==> src/rtl/ula_sequenciador.sv <==
// ---------------------------------------------------------------------------
// ula_sequenciador
//
// Upstream controller for the 8-bit ULA (ALU). Accepts one 16-bit instruction
// at a time over a valid/ready handshake. It holds a 4x8 register file. For an
// ALU instruction it drives registered operands and an opcode into the ULA,
// waits out the ULA pipeline latency, and then writes the result and the
// carry/borrow flag back. An immediate load writes the register file directly.
//
// Instruction word:
//   [15:13] op   ULA opcode (110/111 are illegal)
//   [12]    ld   1 = immediate load R[rd] <= imm
//   [11:10] rd   destination register
//   [9:8]   ra   operand A register
//   [7:6]   rb   operand B register
//   [7:0]   imm  immediate value (only used when ld = 1)
//
// Ports:
//   clk          system clock, rising edge
//   rst          synchronous active-high reset (wins over everything)
//   instr        instruction word, see above
//   instr_valid  instr is valid this cycle
//   instr_ready  sequencer can accept instr (high only in IDLE)
//   ula_a/ula_b  registered operands to the ULA
//   ula_op       registered opcode to the ULA
//   ula_s        ULA result
//   ula_flag     ULA carry/borrow flag
//   carry        last captured ULA flag
//   done         one-cycle pulse when an instruction retires
//   illegal      one-cycle pulse when opcode 110/111 is accepted
//   dbg_sel      register file read index
//   dbg_data     combinational read of R[dbg_sel]
//   zero         (only with ULA_SEQ_ZERO_EN) result/immediate was zero
//
// Optional build macro: ULA_SEQ_ZERO_EN adds the zero output.
// ---------------------------------------------------------------------------
module ula_sequenciador #(
  parameter int ULA_LAT = 2,
  parameter int NREG    = 4
) (
  input  logic        clk,
  input  logic        rst,
  input  logic [15:0] instr,
  input  logic        instr_valid,
  output logic        instr_ready,
  output logic [7:0]  ula_a,
  output logic [7:0]  ula_b,
  output logic [2:0]  ula_op,
  input  logic [7:0]  ula_s,
  input  logic        ula_flag,
  output logic        carry,
  output logic        done,
  output logic        illegal,
  input  logic [1:0]  dbg_sel,
  output logic [7:0]  dbg_data
`ifdef ULA_SEQ_ZERO_EN
  ,
  output logic        zero
`endif
);

  typedef enum logic {
    IDLE = 1'b0,
    EXEC = 1'b1
  } state_t;

  localparam int CNT_W = (ULA_LAT < 1) ? 1 : $clog2(ULA_LAT + 1);

  state_t           state_r;
  logic [CNT_W-1:0] cnt_r;
  logic [1:0]       rd_r;
  logic [7:0]       regs_r [NREG];

  // Instruction field decode
  logic [2:0] op_s;
  logic       ld_s;
  logic [1:0] rd_s;
  logic [1:0] ra_s;
  logic [1:0] rb_s;
  logic [7:0] imm_s;
  logic       hs_s;
  logic       op_illegal_s;

  assign op_s         = instr[15:13];
  assign ld_s         = instr[12];
  assign rd_s         = instr[11:10];
  assign ra_s         = instr[9:8];
  assign rb_s         = instr[7:6];
  assign imm_s        = instr[7:0];
  assign op_illegal_s = (op_s[2:1] == 2'b11);

  // Only IDLE accepts work; the state register keeps this output glitch-free
  assign instr_ready = (state_r == IDLE);
  assign hs_s        = instr_valid & instr_ready;

  // Debug port reads the register file directly, so a write is visible the
  // cycle after its edge
  assign dbg_data = regs_r[dbg_sel];

  // Sequencer FSM, register file, ULA drive and status pulses
  always_ff @(posedge clk) begin
    if (rst) begin
      state_r <= IDLE;
      cnt_r   <= {CNT_W{1'b0}};
      rd_r    <= 2'b00;
      for (int i = 0; i < NREG; i++) begin
        regs_r[i] <= 8'h00;
      end
      ula_a   <= 8'h00;
      ula_b   <= 8'h00;
      ula_op  <= 3'b000;
      carry   <= 1'b0;
      done    <= 1'b0;
      illegal <= 1'b0;
`ifdef ULA_SEQ_ZERO_EN
      zero    <= 1'b0;
`endif
    end else begin
      // Pulses default low; a branch below raises them for one cycle
      done    <= 1'b0;
      illegal <= 1'b0;
      case (state_r)
        IDLE: begin
          if (hs_s) begin
            if (ld_s) begin
              regs_r[rd_s] <= imm_s;
              done         <= 1'b1;
`ifdef ULA_SEQ_ZERO_EN
              zero         <= (imm_s == 8'h00);
`endif
              state_r      <= IDLE;
            end else if (op_illegal_s) begin
              // Rejected opcode: nothing issued, nothing written, carry kept
              illegal <= 1'b1;
              done    <= 1'b1;
              state_r <= IDLE;
            end else begin
              // Operands are sampled here, so rd == ra/rb uses the old value
              ula_a   <= regs_r[ra_s];
              ula_b   <= regs_r[rb_s];
              ula_op  <= op_s;
              rd_r    <= rd_s;
              cnt_r   <= CNT_W'(ULA_LAT);
              state_r <= EXEC;
            end
          end else begin
            state_r <= IDLE;
          end
        end
        EXEC: begin
          // ula_a/b/op are held untouched here: the ULA flag is combinational
          // on the opcode. A full ULA_LAT wait means stale pipeline data from
          // an aborted instruction can never be captured.
          if (cnt_r == {CNT_W{1'b0}}) begin
            regs_r[rd_r] <= ula_s;
            carry        <= ula_flag;
            done         <= 1'b1;
`ifdef ULA_SEQ_ZERO_EN
            zero         <= (ula_s == 8'h00);
`endif
            state_r      <= IDLE;
          end else begin
            cnt_r   <= cnt_r - CNT_W'(1);
            state_r <= EXEC;
          end
        end
        default: begin
          state_r <= IDLE;
        end
      endcase
    end
  end

endmodule

==> config.mk <==
export PLATFORM = sky130hd
export DESIGN_NAME = ula_sequenciador
export DESIGN_NICKNAME = d
export VERILOG_FILES = /design/src/rtl/ula_sequenciador.sv
export SDC_FILE = /design/constraint.sdc
export NUM_CORES = 1
export LEC_CHECK = 0
export ABC_CLOCK_PERIOD_IN_PS = 3240
export CAP_MARGIN = 20
export CORE_MARGIN = 4
export CORE_UTILIZATION = 55
export DETAILED_ROUTE_END_ITERATION = 10
export PLACE_DENSITY = 0.83
export SLEW_MARGIN = 20
export SYNTH_ARGS = -nofsm -noshare
export SYNTH_HDL_FRONTEND = slang
export SYNTH_SLANG_ARGS = --single-unit
==> constraint.sdc <==
create_clock -name clk -period 3.24 [get_ports clk]
set_input_delay 0.486 -clock clk [delete_from_list [all_inputs] [get_ports clk]]
set_output_delay 0.486 -clock clk [all_outputs]
set_load 0.005 [all_outputs]
**Yosys cells after proc, flatten, opt, wreduce, memory -nomap -nowiden**

Memories as Yosys holds them, arrays and structs flattened. A register that Yosys moved wholly into a read port is not among the register bits.
Index checks and enable logic that the tools add are counted.

- Register bits: 11
- Bits in latches: 0
- RAM bits: 32
- Memory bits (read-only): 0
- Input port bits: 30
- Output and inout bits: 31
- Logic and storage cells: 57
- Memories kept: 1

Memories:

| memory | words | width | read ports | clocked after Yosys merged registers in | write ports | line | source |
|---|---|---|---|---|---|---|---|
| regs_r | 4 | 8 | 3 | 2 | 4 | 72 | `logic [7:0] regs_r [NREG];` |

- Add/subtract/negate cells: 1
- Multipliers: 0
- Divide/modulo/power cells: 0
- Magnitude comparators: 0
- Equal/unequal tests: 5
- Shift operators: 0
- Mux-type cells: 31
- Bitwise operators: 5
- Reductions and logical operators: 7

Operator list:

| kind | number |
|---|---|
| two-way mux 1 bit | 20 |
| two-way mux 8 bit | 2 |
| OR reduction 8 bit | 2 |
| two-way mux 2 bit | 6 |
| AND reduction 4 bit | 2 |
| != test 2 bit, second input constant | 3 |
| inverter 1 bit | 4 |
| case mux 1 bit (2 select lines) | 2 |
| case mux 2 bit (2 select lines) | 1 |
| OR reduction 4 bit | 1 |
| equality test 2 bit, second input constant | 1 |
| logical NOT 2 bit | 1 |
| != test 2 x 1 -> 1 bit, second input constant | 1 |
| AND reduction 2 bit | 1 |
| subtractor 2 x 1 -> 2 bit, second input constant | 1 |
| AND 1 bit | 1 |

**Depth between registers and ports, before layout**

Gate-level depths: netlist of run 1.

- Word-level depth: 9
- Depth in mapped cells: 7
- Gate-level depth less buffers: 5

**Worst setup path after synthesis of run 1**

No wires, ideal clock.

- Path type: register -> register
- Start: register cnt_r[0]
- End: memory regs_r[3][0], enable pin
- Setup time: 383 ps
- Arrival: 1,667 ps
- Data required time: 2,857 ps
- Slack: 1,190 ps
- Stages on the path, launching flop included: 7
- Buffers on the path: 1
- Period minus slack after synthesis: 2,050 ps
- Cells stage by stage: dfxtp_1 inv_1 ha_1 nand3b_1 o22ai_1 buf_2 nor3_1

RTL lines:

| element | line | source |
|---|---|---|
| start: declaration | 70 | `logic [CNT_W-1:0] cnt_r;` |
| start signal: assignment | 104 | `cnt_r <= {CNT_W{1'b0}};` |
| start signal: assignment | 143 | `cnt_r <= CNT_W'(ULA_LAT);` |
| start signal: assignment | 163 | `cnt_r <= cnt_r - CNT_W'(1);` |
| end: declaration | 72 |  |

**Worst setup path in the final report of run 1**

- Start: input port dbg_sel[0]
- End: output port dbg_data[3]

- Cells in the longest elaborated chain, start to end: 1

RTL lines:

| element | line | source |
|---|---|---|
| start: declaration | 54 | `input logic [1:0] dbg_sel,` |
| memory (4 x 8 bit) | -- |  |
| end: declaration | 55 | `output logic [7:0] dbg_data` |

Every way passes these cells.

==> reports/metrics.cfg, run 1 <==
[outcome]
status = finished clean

[final_layout]
finalNonFillerCells = 379
postLayoutCellArea_sq_mm = 0.00386
fin_nets = 335
n_antenna_cell = 0
final_common_cell = clkdlybuf4s50_1
fillers = 383
drive_gt1_frac = 0.227
syn_to_final_growth_pct = 25.4
mostFrequentLayoutCells = 60 x clkdlybuf4s50_1, 32 x edfxtp_1, 27 x dfxtp_1, 26 x a21oi_1, 24 x mux4_2

[die]
die_area_sq_mm = 0.00686
rows = 26
fp.dieW_microns = 82.8
core-area_sq_mm = 0.00527
boundaryPins = 61
die_h_microns = 82.8
start_util = 0.585

[placed_design]
pre_cts_ws_ps = 579
io_buffers = 60
place_area_sq_mm = 0.00368
dpl.hpwl_microns = 4880
place.gp.congestion = 0.815
dp.cells = 363

[global_route]
gr-total-overflow = 0
grt_pass1_wl_microns = 11300
antenna_found_initial = 0
grt_use_total = 0.211
grt_pass1_vias = 2290
grt_max_degree = 29

[setup_path]
start_kind = primary input
path_class = in2out
cp_max_fo = 8
cp.arrival_ps = 2170
cp-end-kind = output pin
required_ps = 2750

[synthesis]
synth.largest_area_cell = edfxtp_1
yosysWarnings = 0
syn-num-nets = 283
synth_flop_cell = edfxtp_1
synth_cell_type_count = 32
synth_top_cell_area_share = 0.312
netlist_instances = 252
ys_ff_latch = 59
synth_area_per_cell_sq_um = 12.2
netlist_top_cells_area = edfxtp_1 31%, dfxtp_1 18%, mux4_2 18%, a21oi_1 4.2%, nor3_2 4.2%
synth-edff-count = 32
synth.cell_area_sq_mm = 0.00308
synthArstFlopShare = 0
seq_area_frac_synth = 0.487

[routing]
wl_per_cell_microns = 19.0
first_pass_iters = 4
vias = 2312
drc = 0
via_per_inst = 6.10
antenna_left = 0
drt-initial-drc-count = 187
drt-total-wl_microns = 7200

[timing]
hold_viol_final = 0
slew_violations = 0
finClkSkew_ps = 9.94
slew_headroom = 0.540
rsz0062_at_grt = false
worst_slack_ps = 588
setup_viol = 0
tightest_slew_ps = 688
max_freq_mhz = 377
fin_crit_ps = 2650
setup_tns_ps = 0
fin_crit_sh = 0.819

[pwr]
vdd_drop_max_v = 0.000304
p_total_mw = 1.75
power_per_cell_area_mw_per_mm2 = 453
p_leak_nw = 1.32

[clocking]
htree_num_levels = 3
cts_root_buf = clkbuf_8
cts_tree = yes
clockBufferDepth = 2
cts_setup_buffers = 0
clock_latency_ps = 340
cts_made_buffers = 9
clkSinkCount = 59
cts_hold_buf = 0
clkTransAtPathRegs_ps = 60
cts_resized = 0

[min_path]
min_path_type = reg2reg

[job]
maxCapViolations = 0

## metal layers
layer	share of wire	up-vias	GRT usage
li1	-	1074	-
met1	0.40	1126	0.268
met3	0.070	19	0.0436
met2	0.50	93	0.343
met4	0.022	0	0.108
met5	0	-	0
## cells by family after synthesis
group	count (synthesis)	share of synthesized area
AO/OA/AOI/OAI	66	0.135
AND/OR/NAND/NOR	62	0.134
flip-flops	59	0.487
buffers and inverters	40	0.0638
multiplexers	24	0.175
adder cells (fa/ha/maj)	1	0.00406
## stage by stage
stage / util / hold WS, ps
global placement: 0.699 / 446
floorplan: - / 451
detailed placement: 0.699 / 466
CTS: 0.733 / 475
global route: 0.733 / 491
finish: 0.733 / 472
## sequential cells by signal, summed over array words and instances, names as in the netlist
register	count
rd_r	2
illegal	1
ula_b	8
carry	1
done	1
regs_r	32
ula_op	3
state_r	1
cnt_r	2
ula_a	8
## final cells by class
type                       instances  area [sq um]  area share
timing repair buffer              69           668       0.173
multi-input combinational        153          1380       0.358
tap                               70          87.6      0.0227
inverter                          12          45.0      0.0117
clock buffer                      11           151      0.0392
sequential                        59          1500       0.389
clock inverter                     5          26.3     0.00680
## cells in the mapped netlist (2+ instances only)
master	n
a21o_1	4
buf_6	4
nand2_1	4
buf_2	10
nand3_1	22
edfxtp_1	32
o21ai_0	21
nor3_2	13
nand2b_1	3
o22ai_1	2
nor3_1	13
inv_1	12
buf_1	2
mux4_2	24
a21oi_1	26
o22a_1	2
clkbuf_1	11
dfxtp_1	27
a22oi_2	7
## final timing paths
path,cells past startpoint,endpoint,startpoint,slack (ps)
hold / removal,2,ula_a[5]$_SDFFE_PP0P_,ula_a[5]$_SDFFE_PP0P_,470
setup reg to reg,5,regs_r[1][0]$_SDFFCE_PN0P_,cnt_r[0]$_SDFFE_PP0P_,1250
setup / recovery,4,dbg_data[3],dbg_sel[0],590
hold reg to reg,2,ula_a[5]$_SDFFE_PP0P_,ula_a[5]$_SDFFE_PP0P_,470
## worst max-delay path: stages
cell and delay [ps]:
clkdlybuf4s50_1 470, buf_4 210, mux4_2 530, clkdlybuf4s50_1 460
## report_power, final
part / total (mW) / switching [mW] / internal (mW)
logic: 0.281 / 0.132 / 0.148
clock network: 0.612 / 0.298 / 0.314
registers: 0.857 / 0.0253 / 0.832
total: 1.75 / 0.456 / 1.29
Power figures use the tool's default switching activity.
==> inputs of run 2 (changes only) <==
--- a/config.mk
+++ b/config.mk
@@ -5,12 +5,12 @@
 export SDC_FILE = /design/constraint.sdc
 export NUM_CORES = 1
 export LEC_CHECK = 0
-export ABC_CLOCK_PERIOD_IN_PS = 3240
+export ABC_CLOCK_PERIOD_IN_PS = 2150
 export CAP_MARGIN = 20
 export CORE_MARGIN = 4
-export CORE_UTILIZATION = 55
+export CORE_UTILIZATION = 47
 export DETAILED_ROUTE_END_ITERATION = 10
-export PLACE_DENSITY = 0.83
+export PLACE_DENSITY = 0.76
 export SLEW_MARGIN = 20
 export SYNTH_ARGS = -nofsm -noshare
 export SYNTH_HDL_FRONTEND = slang
==> constraint.sdc (replaced) <==
create_clock -name clk -period 2.15 [get_ports clk]
set_input_delay 0.3225 -clock clk [delete_from_list [all_inputs] [get_ports clk]]
set_output_delay 0.3225 -clock clk [all_outputs]
set_load 0.005 [all_outputs]
==> run 2 against run 1 <==
Effect of this change: worst hold slack got worse by 16 ps; non-clock buffer count rose by 13; utilization fell by 10 points; critical path depth did not move; global-route usage fell by 2.3 points; highest routed layer unchanged.
==> reports/metrics.cfg, run 2 (same netlist as run 1, synthesis figures left out) <==
[final_layout]
drive_gt1_frac = 0.249
fin_nets = 348
finalNonFillerCells = 398
syn_to_final_growth_pct = 30.4
top_register = regs_r
fillers = 496
n_antenna_cell = 0
final_common_cell = clkdlybuf4s50_1
postLayoutCellArea_sq_mm = 0.00402
fin_util = 0.633
reg_top3 = regs_r x32, ula_a x8, ula_b x8
mostFrequentLayoutCells = 59 x clkdlybuf4s50_1, 32 x edfxtp_1, 27 x dfxtp_1, 26 x a21oi_1, 24 x mux4_2
largest_register_ffs = 32

[routing]
drt-total-wl_microns = 7030
drc = 0
vias = 2301
via_per_inst = 5.78
drt-initial-drc-count = 193
antenna_left = 0
first_pass_iters = 4
wl_per_cell_microns = 17.7

[timing]
slew_headroom = 0.551
rsz0062_at_grt = false
fin_crit_sh = 0.961
tightest_slew_ps = 673
max_freq_mhz = 484
slew_violations = 0
setup_tns_ps = 0
setup_viol = 0
fin_crit_ps = 2070
finClkSkew_ps = 7.03
hold_viol_final = 0
whs_ps = 456

[placed_design]
io_buffers = 60
place_area_sq_mm = 0.00383
dp.cells = 383
place.gp.congestion = 0.804
dpl.hpwl_microns = 4990

[outcome]
status = finished clean

[setup_path]
cp_cell_sequence = clkdlybuf4s50_1 -> buf_12 -> mux4_2 -> clkdlybuf4s50_1
reg2reg_from = cnt_r[0]$_SDFFE_PP0P_
cp.arrival_ps = 1740
required_ps = 1830
slowest_stage = clkdlybuf4s50_1
cpPeakStageDelay_ps = 510
reg2regPathDepth = 6
worst_path_most_repeated_cell = clkdlybuf4s50_1
path_class = in2out
cp_max_fo = 8
rrSetupSlack_ps = 330
cp-end-kind = output pin
critPathTopFamily = buffers and inverters
start_kind = primary input
reg2reg_to = regs_r[2][1]$_SDFFCE_PN0P_
cp_num_buf_inv = 3

[min_path]
min_path_type = reg2reg
hold_start = carry$_SDFFE_PP0N_
holdPathEnd = carry$_SDFFE_PP0N_
min_path_cells = 2

[clocking]
cts_made_buffers = 9
clock_latency_ps = 330
cts_setup_buffers = 0
cts_resized = 3
cts_root_buf = clkbuf_8
clockBufferDepth = 2
clkTransAtPathRegs_ps = 70
htree_num_levels = 3
clkSinkCount = 59
cts_tree = yes
cts_hold_buf = 0

[die]
start_util = 0.485
core-area_sq_mm = 0.00635
boundaryPins = 61
fp.dieW_microns = 89.0
rows = 29
die_area_sq_mm = 0.00791
die_h_microns = 89.0

[global_route]
antenna_found_initial = 0
grt_use_total = 0.188
grt_max_degree = 32
grt_pass1_wl_microns = 10900
grt_pass1_vias = 2168
gr-total-overflow = 0

[pwr]
power_per_cell_area_mw_per_mm2 = 668
vdd_drop_max_v = 0.000436
p_leak_nw = 1.38

[job]
maxCapViolations = 0

==> run 2: how the worst max path moves through the flow <==
stage,startpoint,end,slack (ps),cells past startpoint
2_1_floorplan,cnt_r[0]$_SDFFE_PP0P_,regs_r[3][0]$_DFFE_PP_,100,6
3_3_place_gp,dbg_sel[0],dbg_data[6],-160,4
3_5_place_dp,dbg_sel[0],dbg_data[6],-150,4
4_1_cts,dbg_sel[1],dbg_data[6],70,4
5_1_grt,dbg_sel[1],dbg_data[7],50,4
6_report,dbg_sel[1],dbg_data[7],80,4
==> run 2: where the power goes <==
part	switching, mW	internal (mW)	leakage [nW]
logic	0.202	0.249	0.746
clock network	0.424	0.518	0.0862
registers	0.0370	1.25	0.552
total	0.663	2.02	1.38
==> run 2: cell type report <==
class                           instances  area [sq um]  share of cell area
Tap cell                               77          96.3              0.0240
Clock inverter                          6          57.6              0.0143
Sequential cell                        59          1500               0.374
Clock buffer                            9           124              0.0308
Timing Repair Buffer                   82           810               0.202
Inverter                               12          45.0              0.0112
Multi-Input combinational cell        153          1380               0.344
==> run 2: worst min-delay path, cell delays in order, from the launching register on <==
cell     delay (ps)
dfxtp_1         310
nand2_1          50
a21oi_1          50
==> run 2: per-layer routing <==
layer | part of all wire | GRT usage
met1 | 0.39 | 0.232
met2 | 0.51 | 0.328
met3 | 0.081 | 0.0313
met4 | 0.016 | 0.0812
met5 | 0 | 0
==> run 2: stage by stage <==
step	setup slack, ps	power (mW)
5_1_grt	48.0	2.79
3_5_place_dp	-148	1.77
3_3_place_gp	-161	1.76
6_report	83.5	2.68
4_1_cts	74.9	2.70
2_1_floorplan	99.5	1.55
